## src/rtl/regset6_exec_ctrl_pkg.sv

```systemverilog
// Shared constants, opcodes, FSM states and instruction layout
// for the regset6 execute/writeback controller.
package regset6_pkg;

  localparam int DATA_W  = 4;
  localparam int NREGS   = 6;
  localparam int IDX_W   = 3;
  localparam int OP_W    = 3;

  localparam int OP_LSB  = 13;
  localparam int RD_LSB  = 10;
  localparam int RA_LSB  = 7;
  localparam int RB_LSB  = 4;
  localparam int IMM_LSB = 0;

  typedef enum logic [OP_W-1:0] {
    OP_ADD  = 3'd0,
    OP_SUB  = 3'd1,
    OP_AND  = 3'd2,
    OP_OR   = 3'd3,
    OP_XOR  = 3'd4,
    OP_LDI  = 3'd5,
    OP_ADDI = 3'd6,
    OP_NOP  = 3'd7
  } op_e;

  typedef enum logic [1:0] {
    S_IDLE,
    S_READ,
    S_EXEC,
    S_WB
  } state_e;

  typedef struct packed {
    op_e               op;
    logic [IDX_W-1:0]  rd;
    logic [IDX_W-1:0]  ra;
    logic [IDX_W-1:0]  rb;
    logic [DATA_W-1:0] imm;
  } instr_t;

  function automatic logic bad_idx(
    input logic [IDX_W-1:0] i
  );
    return i >= IDX_W'(NREGS);
  endfunction

  // rd is always checked; ra/rb only where the op reads them
  function automatic logic illegal(
    input instr_t i
  );
    logic use_ra;
    logic use_rb;
    use_ra = !(i.op inside {OP_LDI, OP_NOP});
    use_rb = i.op inside {OP_ADD, OP_SUB,
                          OP_AND, OP_OR,
                          OP_XOR};
    return bad_idx(i.rd)
        || (use_ra && bad_idx(i.ra))
        || (use_rb && bad_idx(i.rb));
  endfunction

endpackage

```

## src/rtl/regset6_exec_ctrl_if.sv

```systemverilog
// Instruction handshake plus register-set
// read/write bus seen by the controller.
interface regset6_exec_ctrl_if;
  import regset6_pkg::*;

  logic              instr_valid;
  logic [15:0]       instr;
  logic              instr_ready;
  logic [IDX_W-1:0]  RA;
  logic [IDX_W-1:0]  RB;
  logic [DATA_W-1:0] A;
  logic [DATA_W-1:0] B;
  logic [IDX_W-1:0]  WR;
  logic [DATA_W-1:0] WRD;
  logic              Reg_EN;
  logic              done;
  logic              err;
  logic              carry;
  logic              zero;

  modport slave (
    input  instr_valid, instr, A, B,
    output instr_ready, RA, RB,
    output WR, WRD, Reg_EN,
    output done, err, carry, zero
  );

  modport master (
    output instr_valid, instr, A, B,
    input  instr_ready, RA, RB,
    input  WR, WRD, Reg_EN,
    input  done, err, carry, zero
  );

endinterface

```

## src/rtl/regset6_exec_ctrl_alu4.sv

```systemverilog
// 4-bit combinational ALU; carry is bit 4 of a
// 5-bit sum, so logic ops report carry=0.
module alu4
  import regset6_pkg::*;
(
  input  op_e               op_i,
  input  logic [DATA_W-1:0] a_i,
  input  logic [DATA_W-1:0] b_i,
  input  logic [DATA_W-1:0] imm_i,
  output logic [DATA_W-1:0] result_o,
  output logic              carry_o,
  output logic              zero_o
);

  logic [DATA_W:0] sum;

  always_comb begin
    sum = '0;
    unique case (op_i)
      OP_ADD:  sum = {1'b0, a_i} + {1'b0, b_i};
      OP_SUB:  sum = {1'b0, a_i} + {1'b0, ~b_i}
                   + (DATA_W+1)'(1);
      OP_AND:  sum = {1'b0, a_i & b_i};
      OP_OR:   sum = {1'b0, a_i | b_i};
      OP_XOR:  sum = {1'b0, a_i ^ b_i};
      OP_LDI:  sum = {1'b0, imm_i};
      OP_ADDI: sum = {1'b0, a_i} + {1'b0, imm_i};
      OP_NOP:  sum = '0;
    endcase
    result_o = sum[DATA_W-1:0];
    carry_o  = sum[DATA_W];
    zero_o   = (sum[DATA_W-1:0] == '0);
  end

endmodule

```

## src/rtl/regset6_exec_ctrl.sv

```systemverilog
// Four-state execute/writeback controller in front of
// the 6x4 register set; every output is a flop.
module regset6_exec_ctrl
  import regset6_pkg::*;
(
  input logic               clock,
  input logic               reset_n,
  regset6_exec_ctrl_if.slave bus
);

  state_e            state_q, state_d;
  instr_t            ins_q, ins_d;
  logic [DATA_W-1:0] a_q, a_d, b_q, b_d;
  logic              cres_q, cres_d;
  logic              zres_q, zres_d;
  logic              rdy_q, rdy_d;
  logic [IDX_W-1:0]  ra_q, ra_d, rb_q, rb_d;
  logic [IDX_W-1:0]  wr_q, wr_d;
  logic [DATA_W-1:0] wrd_q, wrd_d;
  logic              ren_q, ren_d;
  logic              done_q, done_d;
  logic              err_q, err_d;
  logic              cy_q, cy_d;
  logic              zf_q, zf_d;

  logic [DATA_W-1:0] alu_res;
  logic              alu_c, alu_z;
  logic              ill;

  alu4 u_alu (
    .op_i     (ins_q.op),
    .a_i      (a_q),
    .b_i      (b_q),
    .imm_i    (ins_q.imm),
    .result_o (alu_res),
    .carry_o  (alu_c),
    .zero_o   (alu_z)
  );

  assign ill = illegal(ins_q);

  always_comb begin
    state_d = state_q;
    ins_d   = ins_q;
    a_d     = a_q;
    b_d     = b_q;
    cres_d  = cres_q;
    zres_d  = zres_q;
    ra_d    = ra_q;
    rb_d    = rb_q;
    wr_d    = wr_q;
    wrd_d   = wrd_q;
    ren_d   = 1'b0;
    done_d  = 1'b0;
    err_d   = 1'b0;
    cy_d    = cy_q;
    zf_d    = zf_q;
    unique case (state_q)
      S_IDLE: begin
        // rdy_q also masks the first cycle after reset
        if (rdy_q && bus.instr_valid) begin
          state_d   = S_READ;
          ins_d.op  = op_e'(bus.instr[OP_LSB +: OP_W]);
          ins_d.rd  = bus.instr[RD_LSB +: IDX_W];
          ins_d.ra  = bus.instr[RA_LSB +: IDX_W];
          ins_d.rb  = bus.instr[RB_LSB +: IDX_W];
          ins_d.imm = bus.instr[IMM_LSB +: DATA_W];
          ra_d      = ins_d.ra;
          rb_d      = ins_d.rb;
        end
      end
      S_READ: begin
        a_d     = bus.A;
        b_d     = bus.B;
        state_d = S_EXEC;
      end
      S_EXEC: begin
        state_d = S_WB;
        done_d  = 1'b1;
        err_d   = ill;
        ren_d   = !ill && (ins_q.op != OP_NOP);
        cres_d  = alu_c;
        zres_d  = alu_z;
        if (ren_d) begin
          wr_d  = ins_q.rd;
          wrd_d = alu_res;
        end
      end
      S_WB: begin
        state_d = S_IDLE;
        if (ren_q) begin
          cy_d = cres_q;
          zf_d = zres_q;
        end
      end
      default: state_d = S_IDLE;
    endcase
    rdy_d = (state_d == S_IDLE);
  end

  always_ff @(posedge clock or negedge reset_n) begin
    if (!reset_n) state_q <= S_IDLE;
    else          state_q <= state_d;
  end

  always_ff @(posedge clock or negedge reset_n) begin
    if (!reset_n) begin
      ins_q  <= '0;
      a_q    <= '0;
      b_q    <= '0;
      cres_q <= 1'b0;
      zres_q <= 1'b0;
      rdy_q  <= 1'b0;
      ra_q   <= '0;
      rb_q   <= '0;
      wr_q   <= '0;
      wrd_q  <= '0;
      ren_q  <= 1'b0;
      done_q <= 1'b0;
      err_q  <= 1'b0;
      cy_q   <= 1'b0;
      zf_q   <= 1'b0;
    end else begin
      ins_q  <= ins_d;
      a_q    <= a_d;
      b_q    <= b_d;
      cres_q <= cres_d;
      zres_q <= zres_d;
      rdy_q  <= rdy_d;
      ra_q   <= ra_d;
      rb_q   <= rb_d;
      wr_q   <= wr_d;
      wrd_q  <= wrd_d;
      ren_q  <= ren_d;
      done_q <= done_d;
      err_q  <= err_d;
      cy_q   <= cy_d;
      zf_q   <= zf_d;
    end
  end

  assign bus.instr_ready = rdy_q;
  assign bus.RA          = ra_q;
  assign bus.RB          = rb_q;
  assign bus.WR          = wr_q;
  assign bus.WRD         = wrd_q;
  assign bus.Reg_EN      = ren_q;
  assign bus.done        = done_q;
  assign bus.err         = err_q;
  assign bus.carry       = cy_q;
  assign bus.zero        = zf_q;

endmodule
```

## src/flat_wrapper.sv

```systemverilog
// flat-port wrapper written by rule: the top's interface ports become plain ports
module regset6_exec_ctrl_flat import regset6_pkg::*;
  (clock, reset_n, bus_instr_valid, bus_instr, bus_A, bus_B, bus_instr_ready, bus_RA, bus_RB, bus_WR, bus_WRD, bus_Reg_EN, bus_done, bus_err, bus_carry, bus_zero);
  regset6_exec_ctrl_if bus_i ();
  input logic clock;
  input logic reset_n;
  input wire logic [$bits(bus_i.instr_valid)-1:0] bus_instr_valid;
  input wire logic [$bits(bus_i.instr)-1:0] bus_instr;
  input wire logic [$bits(bus_i.A)-1:0] bus_A;
  input wire logic [$bits(bus_i.B)-1:0] bus_B;
  output wire logic [$bits(bus_i.instr_ready)-1:0] bus_instr_ready;
  output wire logic [$bits(bus_i.RA)-1:0] bus_RA;
  output wire logic [$bits(bus_i.RB)-1:0] bus_RB;
  output wire logic [$bits(bus_i.WR)-1:0] bus_WR;
  output wire logic [$bits(bus_i.WRD)-1:0] bus_WRD;
  output wire logic [$bits(bus_i.Reg_EN)-1:0] bus_Reg_EN;
  output wire logic [$bits(bus_i.done)-1:0] bus_done;
  output wire logic [$bits(bus_i.err)-1:0] bus_err;
  output wire logic [$bits(bus_i.carry)-1:0] bus_carry;
  output wire logic [$bits(bus_i.zero)-1:0] bus_zero;
  assign bus_i.instr_valid = bus_instr_valid;
  assign bus_i.instr = bus_instr;
  assign bus_i.A = bus_A;
  assign bus_i.B = bus_B;
  assign bus_instr_ready = bus_i.instr_ready;
  assign bus_RA = bus_i.RA;
  assign bus_RB = bus_i.RB;
  assign bus_WR = bus_i.WR;
  assign bus_WRD = bus_i.WRD;
  assign bus_Reg_EN = bus_i.Reg_EN;
  assign bus_done = bus_i.done;
  assign bus_err = bus_i.err;
  assign bus_carry = bus_i.carry;
  assign bus_zero = bus_i.zero;
  regset6_exec_ctrl u_core (.clock(clock), .reset_n(reset_n), .bus(bus_i));
endmodule
```

## config.mk

```make
export PLATFORM = sky130hd
export DESIGN_NAME = regset6_exec_ctrl_flat
export DESIGN_NICKNAME = d
export VERILOG_FILES = /design/src/rtl/regset6_exec_ctrl_pkg.sv /design/src/rtl/regset6_exec_ctrl_if.sv /design/src/rtl/regset6_exec_ctrl_alu4.sv /design/src/rtl/regset6_exec_ctrl.sv /design/src/flat_wrapper.sv
export SDC_FILE = /design/constraint.sdc
export NUM_CORES = 1
export LEC_CHECK = 0
export ABC_CLOCK_PERIOD_IN_PS = 5300
export CAP_MARGIN = 20
export CELL_PAD_IN_SITES_DETAIL_PLACEMENT = 0
export CELL_PAD_IN_SITES_GLOBAL_PLACEMENT = 1
export CORE_ASPECT_RATIO = 1.4
export CORE_MARGIN = 10
export CORE_UTILIZATION = 44
export DETAILED_ROUTE_END_ITERATION = 8
export PLACE_DENSITY = 0.82
export SYNTH_ARGS = -nofsm -noshare
export SYNTH_HDL_FRONTEND = slang
export SYNTH_HIERARCHICAL = 1
export SYNTH_SLANG_ARGS = --single-unit
export TNS_END_PERCENT = 10
```

## constraint.sdc

```tcl
create_clock -name clock -period 5.3 [get_ports clock]
set_input_delay 0.53 -clock clock [delete_from_list [all_inputs] [get_ports clock]]
set_output_delay 0.53 -clock clock [all_outputs]
set_load 0.005 [all_outputs]
```

# Yosys cells after proc, flatten, opt, wreduce, memory -nomap -nowiden
# Index checks and enable logic that the tools add are counted.
[totals]
rom_bits = 0
input_bits = 27
output_inout_bits = 19
latch_bits = 0
word_cells = 63
register_bits = 41
mem_bits_rw = 0
n_memories = 0
[op_classes]
shift = 0
mul = 0
addsub = 4
muxes = 6
n_lt_le_gt_ge = 3
n_eq_ne = 11
n_reduce_logical = 17
div = 0
bitwise_logic = 4
[op_table]
columns = ["cell", "n"]
rows = [
  ["one-hot mux 5 bit (8 select lines)", 1],
  ["adder 4 x 4 -> 5 bit", 3],
  ["equality test 3 bit (second input constant)", 4],
  [">= comparator 3 bit (second input constant)", 3],
  ["one-hot mux 2 bit (4 select lines)", 1],
  ["equality test 3 x 2 -> 1 bit (second input constant)", 2],
  ["AND reduction 2 bit", 3],
  ["adder 5 x 1 -> 5 bit (second input constant)", 1],
  ["nonzero test 5 bit", 1],
  ["AND 4 bit", 1],
  ["equality test 2 bit (second input constant)", 2],
  ["logical AND 1 bit", 4],
  ["logical NOT 2 bit", 2],
  ["logical NOT 4 bit", 1],
  ["NOT 4 bit", 1],
  ["OR 4 bit", 1],
  ["XOR 4 bit", 1],
  ["equality test 3 x 1 -> 1 bit (second input constant)", 1],
  ["logical NOT 3 bit", 1],
  ["2-to-1 mux 1 bit", 3],
  ["!= test 3 bit (second input constant)", 1],
  ["equality test 2 x 1 -> 1 bit (second input constant)", 1],
  ["logical NOT 1 bit", 2],
  ["logical OR 1 bit", 2],
  ["other kinds (2)", 2],
]

# Longest topological paths before layout
[depth]
depth_word = 9
depth_mapped = 10
ltp_nobuf = 9

# By module
# Netlist, hierarchy kept.
[by_module_without_submodules]
columns = ["module", "seq_area_each_um2", "area_per_inst_um2", "instances", "cells_per_inst"]
rows = [
  ["regset6_exec_ctrl", 1026.0, 1630.3, 1, 105],
  ["alu4", 0.0, 742.0, 1, 93],
]

# Least setup slack after synthesis
# Ideal clock, no wire load.
[synth_timing]
path_kind = "flip-flop to flip-flop"
from = "register u_core/ins_q[13] (netlist bit)"
to = "register u_core.zres_q"
path_slack_ns = 2.729
setup_time_ns = 0.065
required_time_ns = 5.235
period_less_slack_ns = 2.571
t_arrival_ns = 2.507
stages_incl_launch_ff = 11
n_path_buf = 1
cell_sequence = "dfrtp_1 -> buf_4 -> nand3b_2 -> mux2_2 -> ha_1 -> a21oi_1 -> a21o_1 -> a21oi_1 -> a211o_1 -> nor4_2 -> mux2_2"
[synth_via]
elab_chain_len = 3
word_cells_on_any_way = 10
cone_classes = "7 x eq/ne; 1 x mux; 2 x reduce/logical"
[synth_lines]
columns = ["item", "line_no", "text"]
rows = [
  ["start, declared", "regset6_exec_ctrl.sv:12", "instr_t ins_q, ins_d;"],
  ["start signal, assigned", "regset6_exec_ctrl.sv:124", "ins_q <= ins_d;"],
  ["equality test 3 bit (tied with other cells)", "regset6_exec_ctrl_alu4.sv:19", "unique case (op_i)"],
  ["one-hot mux 5 bit (8 select lines) *", "regset6_exec_ctrl_alu4.sv:19", ""],
  ["via u_core.alu_res[3]", "regset6_exec_ctrl.sv:26", "logic [DATA_W-1:0] alu_res;"],
  ["logical NOT 4 bit *", "regset6_exec_ctrl_alu4.sv:32", "zero_o = (sum[DATA_W-1:0] == '0);"],
  ["via u_core.alu_z", "regset6_exec_ctrl.sv:27", "logic alu_c, alu_z;"],
  ["end signal, assigned", "regset6_exec_ctrl.sv:128", "zres_q <= zres_d;"],
  ["end, declared", "regset6_exec_ctrl.sv:15", "logic zres_q, zres_d;"],
]
# The timed path passes the listed nets; every way through them passes the cells marked *.
# A chain may end at the register's enable or synchronous reset.

# Worst setup path after layout
# Ends and elaborated chain as after synthesis.

==> metrics <==
Comb pwr share 0.543; count of TritonRoute iterations in the first routing pass 4; critical path class reg2reg; number of pins with negative max-slew slack in the final report 0; routed length per instance 16.9 um; M2 GR Usage 0.215; switching fraction of total power 0.390; Cell Area, Synth 0.00237 sq mm; number of global-route vias before repair 1750; H-Tree Level Count 2; #FFs+latches synth 41; headroom to the max-slew limit 0.405; total CTS buffers 5; CTS sink count 41; final worst path period share 0.542; run status finished clean; CTS Hold Buffers Added 0; Leakage between 0.001 and 0.0015 uW; total congestion overflow 0; largest fanout of any net on the critical path 19; diodes inserted 0; post-route setup TNS 0 ns; unrepaired setup endpoints after global routing false; initial antenna violation count 0; data required time at the worst endpoint 5.53 ns; first-pass GRT wire length roughly 8600 um; count of unresolved DRC violations after routing 0; critical path launch point type flop; post-placement cell count between 200 and 300; Std-Cell Core Area 0.00520 sq mm; die area 0.00877 sq mm; most frequent standard cell in the layout excluding fill and tap cells sky130_fd_sc_hd__clkdlybuf4s50_1; commonest cells after routing, fill and taps aside sky130_fd_sc_hd__clkdlybuf4s50_1 (44), sky130_fd_sc_hd__dfrtp_1 (41), sky130_fd_sc_hd__mux2_2 (40), sky130_fd_sc_hd__ha_1 (21), sky130_fd_sc_hd__nor2_1 (13); post-route clock skew 0.00882 ns; Area growth syn-to-layout 23.9%; final standard cell count with taps included and fillers excluded 306; CTS tree yes; DRC violation total after the first TritonRoute iteration 93; mean post-synth cell area 12.0 sq um; fill cell total of the finished layout 468; fraction of the yosys area taken by sequential cells 0.432; Worst Setup Slack post-DPL between 2 and 2.5 ns; pin count of the biggest net entering global routing 42; post-detailed-routing wire length a little over 5000 um; dpl hpwl 4020 um; endpoint type of the worst setup path flop; count of standard-cell rows 31; transition time at the pin with the least slew margin 0.893 ns; starting utilization of the core area 0.456; Max Fclk 0.348 GHz; share of async-settable or async-resettable flops after synthesis 1.00; most common flop cell mapped by yosys sky130_fd_sc_hd__dfrtp_1; Clk Tree Root Cell sky130_fd_sc_hd__clkbuf_8; Clock Latency Late Sink between 0.2 and 0.3 ns; met1 track demand over resource in global routing 0.136; Setup-failing EPs final 0; Net Sw Power roughly 770 uW; count of warnings emitted by yosys 6; synth unique cells 38; GRT Overall Usage 0.124; sequential share of power 0.330; die outline width a little over 80 um; share of cells above drive strength 1 0.263; clock share of power 0.127; areal power density over the cells 670 mW/mm^2; post-route antenna net violation count 0; gr busiest metal met2; Resized cells post-CTS 0; deepest clock path buffer count 2; post-CTS setup-driven buffer insertion count 0; setup slack on the worst flop-to-flop path ~2.4 ns; number of top-level pins 46; worst IR drop on VDD 357 uV; sum of internal, switching and leakage power a little under 2000 uW; final estimated routing congestion in global placement approximately 0.85; path type of the worst min-delay path in2async; number of synthesized flops with an enable pin 0; Final min period 2.87 ns; count of buffers inserted at the top-level ports 45; number of max-cap violations 0; vias post-DR 1603; Die H 107 um; internal portion of total power approximately 1200 uW; number of instances in the synthesized netlist 198; GR Util met3 0.0393; min setup slack post-route approximately 2.4 ns; clk slew on worst S/H paths 0.08 ns; Vias/cell approximately 5.2; layout net count 289; final count of hold timing violations 0; net count after synthesis 248; post-route core utilization 0.565; CP arrival 3.10 ns
[layout make-up]
type | count | area, sq um | share of cell area
multi-input combinational | 135 | 1230 | 0.419
sequential | 41 | 1030 | 0.349
timing repair buffer | 45 | 445 | 0.152
inverter | 11 | 41.3 | 0.0140
clock inverter | 3 | 43.8 | 0.0149
tap | 66 | 82.6 | 0.0281
clock buffer | 5 | 68.8 | 0.0234
[cells in the mapped netlist (2+ instances only)]
library cell / instances / area share
sky130_fd_sc_hd__and2b_4: 2 / 0.0084
sky130_fd_sc_hd__fa_1: 2 / 0.017
sky130_fd_sc_hd__nor3_1: 2 / 0.0042
sky130_fd_sc_hd__a21oi_1: 12 / 0.025
sky130_fd_sc_hd__nand2_1: 7 / 0.011
sky130_fd_sc_hd__ha_1: 21 / 0.11
sky130_fd_sc_hd__buf_2: 2 / 0.0042
sky130_fd_sc_hd__buf_4: 8 / 0.025
sky130_fd_sc_hd__nand3_1: 6 / 0.013
sky130_fd_sc_hd__xor2_1: 3 / 0.011
sky130_fd_sc_hd__o21bai_1: 2 / 0.0063
sky130_fd_sc_hd__a21o_1: 2 / 0.0063
sky130_fd_sc_hd__inv_1: 11 / 0.017
sky130_fd_sc_hd__nor2_1: 13 / 0.021
sky130_fd_sc_hd__o21ai_0: 2 / 0.0042
sky130_fd_sc_hd__mux2_2: 40 / 0.19
sky130_fd_sc_hd__dfrtp_1: 41 / 0.43
sky130_fd_sc_hd__a32oi_1: 2 / 0.0074
[state kept, by name, summed over array words and instances, names as in the netlist, 2 cells and up]
name,cells
u_core/bus.WR,3
u_core/a_q,4
u_core/b_q,4
u_core/bus.WRD,4
u_core/ins_q,10
u_core/bus.RB,3
u_core/bus.RA,3
u_core/state_q,2
[power groups by stage]
stage	clock network, uW	logic, uW	registers, uW
floorplan	0	811	581
global placement	0	1060	654
detailed placement	0	1070	656
CTS	259	1080	651
global route	271	1190	672
finish	250	1070	649
[critical path, cell delays in order, from the launching register on]
cell,delay [ns]
sky130_fd_sc_hd__dfrtp_1,0.72
sky130_fd_sc_hd__nand3b_2,0.30
sky130_fd_sc_hd__mux2_2,0.38
sky130_fd_sc_hd__ha_1,0.30
sky130_fd_sc_hd__a21oi_1,0.19
sky130_fd_sc_hd__a21o_1,0.14
sky130_fd_sc_hd__a21oi_1,0.05
sky130_fd_sc_hd__a211o_1,0.29
sky130_fd_sc_hd__nor4_2,0.27
sky130_fd_sc_hd__mux2_2,0.18
[per-stage QoR]
stage,cell area (sq um),hold WS [ns]
after global routing,2940,0.418
after floorplan,2370,0.234
final,2940,0.354
after CTS,2940,0.384
after detailed placement,2830,0.493
after global placement,2830,0.483
[logic make-up (layout without fill, tap and decap cells)]
family,count (synthesis),count (layout),synth area share
simple gates,38,38,0.0907
xor+xnor,3,3,0.0111
fa+ha+maj,23,23,0.128
flops,41,41,0.432
buf+inv,22,64,0.0485
mux,40,40,0.190
compound gates,31,31,0.0997
[per-layer routing]
layer | routed length, um | share of wire
met1 | 2070 | 0.40
met2 | 2740 | 0.53
met3 | 251 | 0.048
met4 | 118 | 0.023
met5 | 0 | 0
[worst paths after layout]
check	start	end	cells after the start
max in group asynchronous	reset_n	u_core/zres_q$_DFFE_PN0P_	1
min in group clock	u_core/cres_q$_DFFE_PN0P_	u_core/cres_q$_DFFE_PN0P_	1
hold reg to reg	u_core/cres_q$_DFFE_PN0P_	u_core/cres_q$_DFFE_PN0P_	1
hold / removal	reset_n	u_core/bus.RB[2]$_DFFE_PN0P_	1
setup / recovery	u_core/ins_q[13]$_DFFE_PN0P_	u_core/zres_q$_DFFE_PN0P_	9
setup reg to reg	u_core/ins_q[13]$_DFFE_PN0P_	u_core/zres_q$_DFFE_PN0P_	9
No activity file was read; power rests on OpenSTA's default activity.
